## config.mk

```make
export PLATFORM = sky130hd
export DESIGN_NAME = westminster_chime
export DESIGN_NICKNAME = d
export VERILOG_FILES = /design/src/rtl/westminster_chime.sv
export SDC_FILE = /design/constraint.sdc
export NUM_CORES = 1
export LEC_CHECK = 0
export ABC_AREA = 0
export CORE_MARGIN = 2
export CORE_UTILIZATION = 47
export CTS_CLUSTER_DIAMETER = 30
export CTS_CLUSTER_SIZE = 10
export DETAILED_ROUTE_END_ITERATION = 8
export GPL_ROUTABILITY_DRIVEN = 0
export PLACE_DENSITY = 0.76
export SLEW_MARGIN = 20
export SYNTH_ARGS = -nofsm -noshare
export SYNTH_HDL_FRONTEND = slang
export SYNTH_SLANG_ARGS = --single-unit
```

## constraint.sdc

```tcl
create_clock -name i_clk -period 2.3 [get_ports i_clk]
set_clock_uncertainty 0.1 [all_clocks]
set_input_delay 0.575 -clock i_clk [delete_from_list [all_inputs] [get_ports i_clk]]
set_output_delay 0.575 -clock i_clk [all_outputs]
set_load 0.05 [all_outputs]
```

## src/rtl/westminster_chime.sv

```systemverilog
// Westminster quarter chime sequencer: plays the change-ringing quarters on
// ena ticks and, at the top of the hour, strikes the hour bell.
module westminster_chime #(
  parameter int NOTE_TICKS   = 1,
  parameter int STRIKE_TICKS = 2
) (
  input  logic       i_clk,
  input  logic       i_reset,
  input  logic       i_ena,
  input  logic [7:0] i_hh,
  input  logic [7:0] i_mm,
  input  logic [7:0] i_ss,
  output logic       o_note_valid,
  output logic [1:0] o_note,
  output logic       o_strike,
  output logic       o_busy
);

  localparam logic [1:0] S_IDLE      = 2'd0;
  localparam logic [1:0] S_NOTE      = 2'd1;
  localparam logic [1:0] S_STRIKE    = 2'd2;
  localparam logic [3:0] NOTE_LAST   = 4'(NOTE_TICKS - 1);
  localparam logic [3:0] STRIKE_LAST = 4'(STRIKE_TICKS - 1);

  logic [1:0] r_state;
  logic [2:0] r_chg;
  logic [1:0] r_pos;
  logic [1:0] r_chg_left;
  logic       r_hour;
  logic [3:0] r_strikes;
  logic [3:0] r_cnt;
  logic       r_note_valid;
  logic [1:0] r_note;
  logic       r_strike;
  logic       r_busy;

  logic       w_quarter;
  logic [2:0] w_start_chg;
  logic [1:0] w_start_left;
  logic       w_trigger;
  logic [2:0] w_next_chg;
  logic [1:0] w_next_pos;
  logic [1:0] w_next_left;
  logic       w_next_is_last;

  // Bell for position pos of change chg (C1..C5 encoded 0..4).
  function automatic logic [1:0] change_note(input logic [2:0] chg, input logic [1:0] pos);
    logic [1:0] n;
    case ({chg, pos})
      5'b000_00: n = 2'd3;
      5'b000_01: n = 2'd2;
      5'b000_10: n = 2'd1;
      5'b001_00: n = 2'd1;
      5'b001_01: n = 2'd3;
      5'b001_10: n = 2'd2;
      5'b010_00: n = 2'd1;
      5'b010_01: n = 2'd2;
      5'b010_10: n = 2'd3;
      5'b010_11: n = 2'd1;
      5'b011_00: n = 2'd3;
      5'b011_01: n = 2'd1;
      5'b011_10: n = 2'd2;
      5'b100_01: n = 2'd2;
      5'b100_10: n = 2'd3;
      5'b100_11: n = 2'd1;
      default:   n = 2'd0;
    endcase
    return n;
  endfunction

  // Packed-BCD hour to strike count; anything outside 01..12 strikes twelve.
  function automatic logic [3:0] bcd_hours(input logic [7:0] h);
    logic [3:0] r;
    if (h[7:4] == 4'd0 && h[3:0] >= 4'd1 && h[3:0] <= 4'd9) begin
      r = h[3:0];
    end else if (h[7:4] == 4'd1 && h[3:0] <= 4'd2) begin
      r = 4'd10 + h[3:0];
    end else begin
      r = 4'd12;
    end
    return r;
  endfunction

  // Every quarter sequence is a run of consecutive changes, C5 wrapping to C1.
  always_comb begin
    w_quarter    = 1'b1;
    w_start_chg  = 3'd0;
    w_start_left = 2'd0;
    case (i_mm)
      8'h15: begin w_start_chg = 3'd0; w_start_left = 2'd0; end
      8'h30: begin w_start_chg = 3'd1; w_start_left = 2'd1; end
      8'h45: begin w_start_chg = 3'd3; w_start_left = 2'd2; end
      8'h00: begin w_start_chg = 3'd1; w_start_left = 2'd3; end
      default: w_quarter = 1'b0;
    endcase
  end

  assign w_trigger = i_ena && (i_ss == 8'h00) && w_quarter && !r_busy;

  always_comb begin
    if (r_pos == 2'd3) begin
      w_next_pos  = 2'd0;
      w_next_chg  = (r_chg == 3'd4) ? 3'd0 : r_chg + 3'd1;
      w_next_left = r_chg_left - 2'd1;
    end else begin
      w_next_pos  = r_pos + 2'd1;
      w_next_chg  = r_chg;
      w_next_left = r_chg_left;
    end
    w_next_is_last = (w_next_left == 2'd0) && (w_next_pos == 2'd3);
  end

  // busy stays high one cycle past the final event, which also blocks retriggers.
  always_ff @(posedge i_clk) begin
    if (i_reset) begin
      r_state      <= S_IDLE;
      r_chg        <= 3'd0;
      r_pos        <= 2'd0;
      r_chg_left   <= 2'd0;
      r_hour       <= 1'b0;
      r_strikes    <= 4'd0;
      r_cnt        <= 4'd0;
      r_note_valid <= 1'b0;
      r_note       <= 2'd0;
      r_strike     <= 1'b0;
      r_busy       <= 1'b0;
    end else begin
      r_note_valid <= 1'b0;
      r_strike     <= 1'b0;
      case (r_state)
        S_IDLE: begin
          r_cnt  <= 4'd0;
          r_busy <= w_trigger;
          if (w_trigger) begin
            r_state      <= S_NOTE;
            r_chg        <= w_start_chg;
            r_pos        <= 2'd0;
            r_chg_left   <= w_start_left;
            r_hour       <= (i_mm == 8'h00);
            r_strikes    <= bcd_hours(i_hh);
            r_note_valid <= 1'b1;
            r_note       <= change_note(w_start_chg, 2'd0);
          end
        end
        S_NOTE: begin
          if (i_ena) begin
            if (r_cnt == NOTE_LAST) begin
              r_cnt        <= 4'd0;
              r_chg        <= w_next_chg;
              r_pos        <= w_next_pos;
              r_chg_left   <= w_next_left;
              r_note_valid <= 1'b1;
              r_note       <= change_note(w_next_chg, w_next_pos);
              if (w_next_is_last) begin
                r_state <= r_hour ? S_STRIKE : S_IDLE;
              end
            end else begin
              r_cnt <= r_cnt + 4'd1;
            end
          end
        end
        S_STRIKE: begin
          if (i_ena) begin
            if (r_cnt == STRIKE_LAST) begin
              r_cnt     <= 4'd0;
              r_strike  <= 1'b1;
              r_strikes <= r_strikes - 4'd1;
              if (r_strikes == 4'd1) begin
                r_state <= S_IDLE;
              end
            end else begin
              r_cnt <= r_cnt + 4'd1;
            end
          end
        end
        default: begin
          r_state <= S_IDLE;
          r_busy  <= 1'b0;
        end
      endcase
    end
  end

  assign o_note_valid = r_note_valid;
  assign o_note       = r_note;
  assign o_strike     = r_strike;
  assign o_busy       = r_busy;

endmodule

```

==> flow_metrics.tcl, run 1 <==
set metrics [dict create \
    status "finished, final reports clean" \
    dieWidth_um 65.0 \
    cp.arrival_ns 2.32 \
    critical_path.cell_chain "buf_6 -> or4_4 -> nor4_4 -> o22ai_4 -> a21oi_1 -> buf_4 -> nor2_1 -> a211oi_1" \
    grt_usage_pct 21.7 \
    critPathKind "in -> reg" \
    antenna_found_initial 0 \
    setup_tns_ns 0 \
    max_stage_delay_ns 0.54 \
    start_util_pct 48.5 \
    fin_ws_ns 0.0646 \
    end_kind "register" \
    power_frac_seq_pct 52.0 \
    combPwrFrac_pct 14.8 \
    setup_viol 0 \
    fill_cells 318 \
    cts_hold_buf 0 \
    diodes 0 \
    clock_path_buffers 2 \
    num_rows 22 \
    holdWs_ns 0.402 \
    grt-ovfl-total 0 \
    detail_route.first_pass.iterations 4 \
    vias 1821 \
    syn_avg_cell_area_sq_um 7.84 \
    die_area_sq_mm 0.00422 \
    grt_setup_unrepaired "true" \
    r2r-start "r_cnt[0]" \
    fin_cells 330 \
    io_pins 32 \
    synth_ff_type "dfxtp_1" \
    first_iter_violations 133 \
    dp_hpwl_um 3250 \
    hold_viol_final 0 \
    route.detailed.drc 0 \
    cts_tree "built" \
    grt_pass1_wl_um 7380 \
    yosys_warnings 0 \
    cts_sinks 23 \
    grt_pass1_vias 1688 \
    synth_cells 223 \
    maxSlewHeadroom_pct 63.0 \
    post-route-period-util_pct 97.2 \
    drive_gt1_share_pct 20.9 \
    crit_required_ns 2.38 \
    switching_share_pct 23.4 \
    p_sw_uw 179 \
    routed_wl_um 4380 \
    power.leakage_uw 0.000987 \
    grt_max_degree 17 \
    worstSetupStartpointType "input pin" \
    crit_slowest_cell "or4_4" \
    p_int_uw 586 \
    drv_cap 0 \
    power_density_mw_per_mm2 315 \
    worst_pin_slew_ns 0.554 \
    dp.cells 322 \
    synth_edf_count 0 \
    cts_max_level 1 \
    ys_ff_latch 23 \
    vias_per_cell 5.52 \
    syn2layout_area_growth_pct 38.9 \
    synth_top_area_share_pct 26.3 \
    synth_area_sq_mm 0.00175 \
    synthTopCellsByArea "dfxtp_1 (26%), ha_1 (11%), nor2_1 (6.4%)" \
    hold_path_startpoint "r_hour" \
    clkPwrFrac_pct 33.2 \
    async_reset_ff_share_pct 0 \
    yosysSeqAreaShare_pct 26.3 \
    cts_buffers 3 \
    synth_cell_types 49 \
    cts-root-buf "clkbuf_8" \
    clk_latency_ns 0.26 \
    critPathMaxFanout 6 \
    synth.largest_area_cell "dfxtp_1" \
    wl_per_cell_um 13.3 \
    ir_worst_vdd_mv 0.352 \
    finalNetCount 326 \
    dp_slack_ns -0.543 \
    clk_pin_slew_worst_paths_ns 0.08 \
    fmax_mhz 447 \
    core_area_sq_mm 0.00361 \
    slew_violations 0 \
    syn_nets 266 \
    cp-startpoint "i_ss[2]" \
    fin_total_pwr_uw 765 \
    hold_class "reg -> reg" \
    ant_nets 0 \
    die_h_um 65.0 \
    io_buffers 31 \
    post-route-min-period_ns 2.24 \
]
[through the flow]
step	cell area, sq um	util, %
2_1_floorplan	1750	-
3_3_place_gp	2290	63.4
3_5_place_dp	2290	63.4
4_1_cts	2390	66.3
5_1_grt	2430	67.3
6_report	2430	67.3
[flip-flops by register name, indices dropped and copies added, names as in the netlist]
name and count:
o_note 2, r_hour 1, o_note_valid 1, r_state 2
r_chg 3, r_cnt 4, r_pos 2, r_strikes 4
o_busy 1, r_chg_left 2, o_strike 1
[power by group through the flow]
stage | Sequential, uW | Combinational [uW] | Clock [uW]
after CTS | 398 | 110 | 260
final | 398 | 113 | 254
after detailed placement | 407 | 110 | 0
after global routing | 398 | 122 | 284
after global placement | 407 | 107 | 0
after floorplan | 407 | 34.5 | 0
[synth_stat cells, types with 3 or more instances]
| cell | n |
|---|---|
| a211oi_1 | 5 |
| a21oi_1 | 15 |
| inv_1 | 18 |
| a21boi_0 | 3 |
| nand2_1 | 16 |
| ha_1 | 16 |
| nand3_1 | 6 |
| clkbuf_1 | 6 |
| a22oi_1 | 3 |
| nor2b_1 | 5 |
| dfxtp_1 | 23 |
| mux2i_1 | 5 |
| o21a_1 | 3 |
| nor2_1 | 30 |
| o21ai_0 | 15 |
| nor3_1 | 7 |
| a221oi_1 | 3 |
[critical path: cells and delay by family]
kind,cells,cell delay [ns]
compound gates,3,0.52
simple gates,3,0.96
buf+inv,2,0.27
[metal layers]
| metal | routed length (um) | global-route usage (%) | vias up |
|---|---|---|---|
| met5 | 0 | 0 | - |
| met4 | 42 | 6.12 | 0 |
| met3 | 147 | 3.82 | 6 |
| met2 | 2180 | 38.1 | 45 |
| met1 | 2010 | 26.8 | 846 |
| li1 | - | - | 924 |
[final timing paths]
path | cells past startpoint | slack, ns | endpoint
setup / recovery | 8 | 0.06 | r_chg[1]
hold / removal | 2 | 0.40 | r_hour
setup reg to reg | 9 | 0.14 | r_state[1]
hold reg to reg | 2 | 0.40 | r_hour
[area by class of cell]
type / count / area (sq um) / area share (%)
clock buffers: 4 / 45.0 / 1.85
flip-flops and latches: 23 / 460 / 19.0
inverters: 18 / 67.6 / 2.78
multi-input cells: 176 / 1270 / 52.3
repair buffers: 61 / 526 / 21.6
well taps: 48 / 60.1 / 2.47
[kinds of logic (layout without fill, tap and decap cells)]
| logic type | count (synthesis) | after routing | synth area share, % |
|---|---|---|---|
| multiplexers | 7 | 7 | 4.15 |
| AND/OR/NAND/NOR | 83 | 83 | 25.0 |
| XOR/XNOR | 3 | 3 | 1.50 |
| adder cells (fa/ha/maj) | 17 | 17 | 12.0 |
| flip-flops | 23 | 23 | 26.3 |
| buffers and inverters | 25 | 83 | 5.80 |
| AO/OA/AOI/OAI | 65 | 66 | 25.2 |
[cell usage in the layout (no fill, tap or decap), types with 6 or more instances in the layout]
cell type and count:
a21oi_1 15, clkdlybuf4s50_1 16, nor2_1 29, nor3_1 7, dfxtp_1 23, buf_4 30
nand3_1 6, nand2_1 16, ha_1 16, inv_1 18, o21ai_0 14
[repair_timing]
item | CTS | global route
pin swaps | 6 | 7
buffers inserted | 2 | 1
gates cloned | 1 | 0
gates resized for setup | 24 | 17
endpoints found under the setup margin | 17 | 14
No activity file was read; power rests on OpenSTA's default activity.
==> run 2: changes to the inputs <==
--- a/config.mk
+++ b/config.mk
@@ -5,9 +5,9 @@
 export SDC_FILE = /design/constraint.sdc
 export NUM_CORES = 1
 export LEC_CHECK = 0
-export ABC_AREA = 0
+export ABC_AREA = 1
 export CORE_MARGIN = 2
-export CORE_UTILIZATION = 47
+export CORE_UTILIZATION = 48
 export CTS_CLUSTER_DIAMETER = 30
 export CTS_CLUSTER_SIZE = 10
 export DETAILED_ROUTE_END_ITERATION = 8
==> run 2 against run 1 <==
  * Sequential cell count unchanged
  * Largest power group is now combinational logic
  * Critical path type is now reg -> out
  * Critical path depth decreased by 7
  * Worst setup slack improved by 0.13 ns
  * Critical endpoint is now o_busy
==> flow_metrics.tcl, run 2 <==
set metrics [dict create \
    status "finished, final reports clean" \
    cts_hold_buf 0 \
    reg2regPathDepth 9 \
    cts_sinks 23 \
    cts-root-buf "clkbuf_8" \
    mostFrequentLayoutCell "nand2_1" \
    maxSlewHeadroom_pct 66.1 \
    critPathKind "reg -> out" \
    cp-startpoint "o_busy" \
    crit_required_ns 1.62 \
    grt_pass1_wl_um 7380 \
    finalNetCount 387 \
    clk_pin_slew_worst_paths_ns 0.08 \
    final_cell_mix "nand2_1 (85), nor2_1 (52), inv_1 (40)" \
    r2r-start "r_state[1]" \
    grt_usage_pct 20.9 \
    worstSetupStartpointType "register" \
    hold_class "reg -> reg" \
    critical_path_cell_count 1 \
    grt-ovfl-total 0 \
    syn_nets 348 \
    cts_max_level 1 \
    post-route-min-period_ns 2.10 \
    grt_max_degree 15 \
    synth_cell_types 27 \
    post_cts_buffers 0 \
    cts_tree "built" \
    io_buffers 31 \
    drive_gt1_share_pct 7.00 \
    num_rows 22 \
    slew_violations 0 \
    vias 1913 \
    fmax_mhz 476 \
    antenna_found_initial 0 \
    multi_input_area_sq_mm 0.00120 \
    diodes 0 \
    clkPwrFrac_pct 15.5 \
    fin_ws_ns 0.199 \
    wl_per_cell_um 10.3 \
    core_area_sq_mm 0.00369 \
    postCtsResizedCells 0 \
    route.met2.wl_um 1820 \
    syn2layout_area_growth_pct 24.1 \
    path_buf_inv 1 \
    cts_buffers 3 \
    ir_worst_vdd_mv 0.769 \
    end_kind "primary output" \
    top_regs "r_cnt x4, r_strikes x4, r_chg x3" \
    start_util_pct 50.0 \
    stdcell_area_sq_mm 0.00229 \
    switching_share_pct 44.3 \
    power_frac_seq_pct 31.2 \
    setup_tns_ns 0 \
    cp.arrival_ns 1.43 \
    placed_area_sq_mm 0.00224 \
    p_int_uw 911 \
    synth_area_sq_mm 0.00184 \
    grt_pass1_vias 1831 \
    clk_latency_ns 0.27 \
    power.leakage_uw 0.00107 \
    synth_ff_type "dfxtp_1" \
    met1_length_um 2000 \
    ys_ff_latch 23 \
    top_layer "met4" \
    ant_nets 0 \
    crit_slowest_cell "clkdlybuf4s50_1" \
    yosys_warnings 0 \
    fill_cells 363 \
    async_reset_ff_share_pct 0 \
    power_density_mw_per_mm2 715 \
    ys_top_cells_by_count "nand2_1 (85), nor2_1 (52), inv_1 (40), dfxtp_1 (23), nand3_1 (20)" \
    first_iter_violations 96 \
    max_stage_delay_ns 0.81 \
    routed_wl_um 4030 \
    hold_viol_final 0 \
    regArea_sq_um 460 \
    r2r_end "r_chg[0]" \
    wl_met3_um 196 \
    detail_route.first_pass.iterations 4 \
    synth_top_area_share_pct 25.0 \
    r2r_slack_ns 0.43 \
    synth.most_common_cell "nand2_1" \
    synth.largest_area_cell "dfxtp_1" \
    io_pins 32 \
    drv_cap 0 \
    hold_path_startpoint "o_note[0]" \
    route.detailed.drc 0 \
    clock_path_buffers 2 \
    vias_per_cell 4.89 \
    yosysSeqAreaShare_pct 25.0 \
    critical_path.cell_chain "clkdlybuf4s50_1" \
    combPwrFrac_pct 53.3 \
    syn_avg_cell_area_sq_um 6.04 \
    post-route-period-util_pct 91.4 \
    p_sw_uw 724 \
    synthTopCellsByArea "dfxtp_1 (25%), nand2_1 (17%), ha_1 (11%)" \
    setup_viol 0 \
    dp_hpwl_um 3200 \
    die_area_sq_mm 0.00435 \
    grt_setup_unrepaired "false" \
    crit_end "o_busy" \
    dieWidth_um 66.0 \
    dp_slack_ns 0.0217 \
    die_h_um 66.0 \
    synth_edf_count 0 \
    holdWs_ns 0.353 \
    critPathMaxFanout 3 \
    worst_pin_slew_ns 0.507 \
    synth_cells 305 \
    critical_path.top_delay_family "buffers and inverters" \
]
==> run 2: cell count changes after synthesis, sizes merged, moves of 5 or more <==
cell | previous run | this run
nand3 | 6 | 23
a211oi | 5 | 0
nand4 | 0 | 5
inv | 18 | 41
nand2 | 16 | 89
clkbuf | 6 | 1
mux2i | 5 | 0
nor2 | 31 | 53
==> run 2: how the worst min path moves through the flow <==
| stage | end | depth (start not counted) |
|---|---|---|
| 6_report | o_note[0] | 2 |
| 5_1_grt | o_note[0] | 2 |
| 4_1_cts | o_note[0] | 2 |
| 3_5_place_dp | o_note[0] | 2 |
| 3_3_place_gp | o_note[0] | 2 |
| 2_1_floorplan | r_hour | 2 |
==> run 2: area by class of cell <==
cell class / instances / area share (%)
inverter: 41 / 6.73
tap: 48 / 2.63
timing repair buffer: 38 / 15.9
multi-input combinational: 237 / 52.6
clock buffer: 3 / 1.81
clock inverter: 1 / 0.219
sequential: 23 / 20.1
==> run 2: cells by family after synthesis <==
kind of cell / share of synthesized area (%)
buffers and inverters: 9.71
flip-flops: 25.0
adder cells (fa/ha/maj): 10.9
XOR/XNOR: 0.951
AO/OA/AOI/OAI: 9.71
AND/OR/NAND/NOR: 43.8
==> run 2: per-layer routing <==
layer | global-route usage [%] | up-vias
met2 | 37.4 | 38
met4 | 2.30 | 0
met1 | 26.8 | 837
met5 | 0 | -
met3 | 3.92 | 2
li1 | - | 1036
==> run 2: per-stage QoR <==
step / power [uW] / utilization [%] / cells
floorplan: 1180 / - / 305
global placement: 1370 / 60.8 / 387
detailed placement: 1380 / 60.8 / 387
CTS: 1650 / 62.0 / 391
global route: 1800 / 62.0 / 391
finish: 1640 / 62.0 / 391
==> run 2: power groups by stage <==
stage	Combinational, uW	Clock [uW]	Sequential, uW
final	871	254	510
after detailed placement	866	0	519
after CTS	872	264	510
after global placement	851	0	518
after global routing	997	280	518
after floorplan	618	0	563
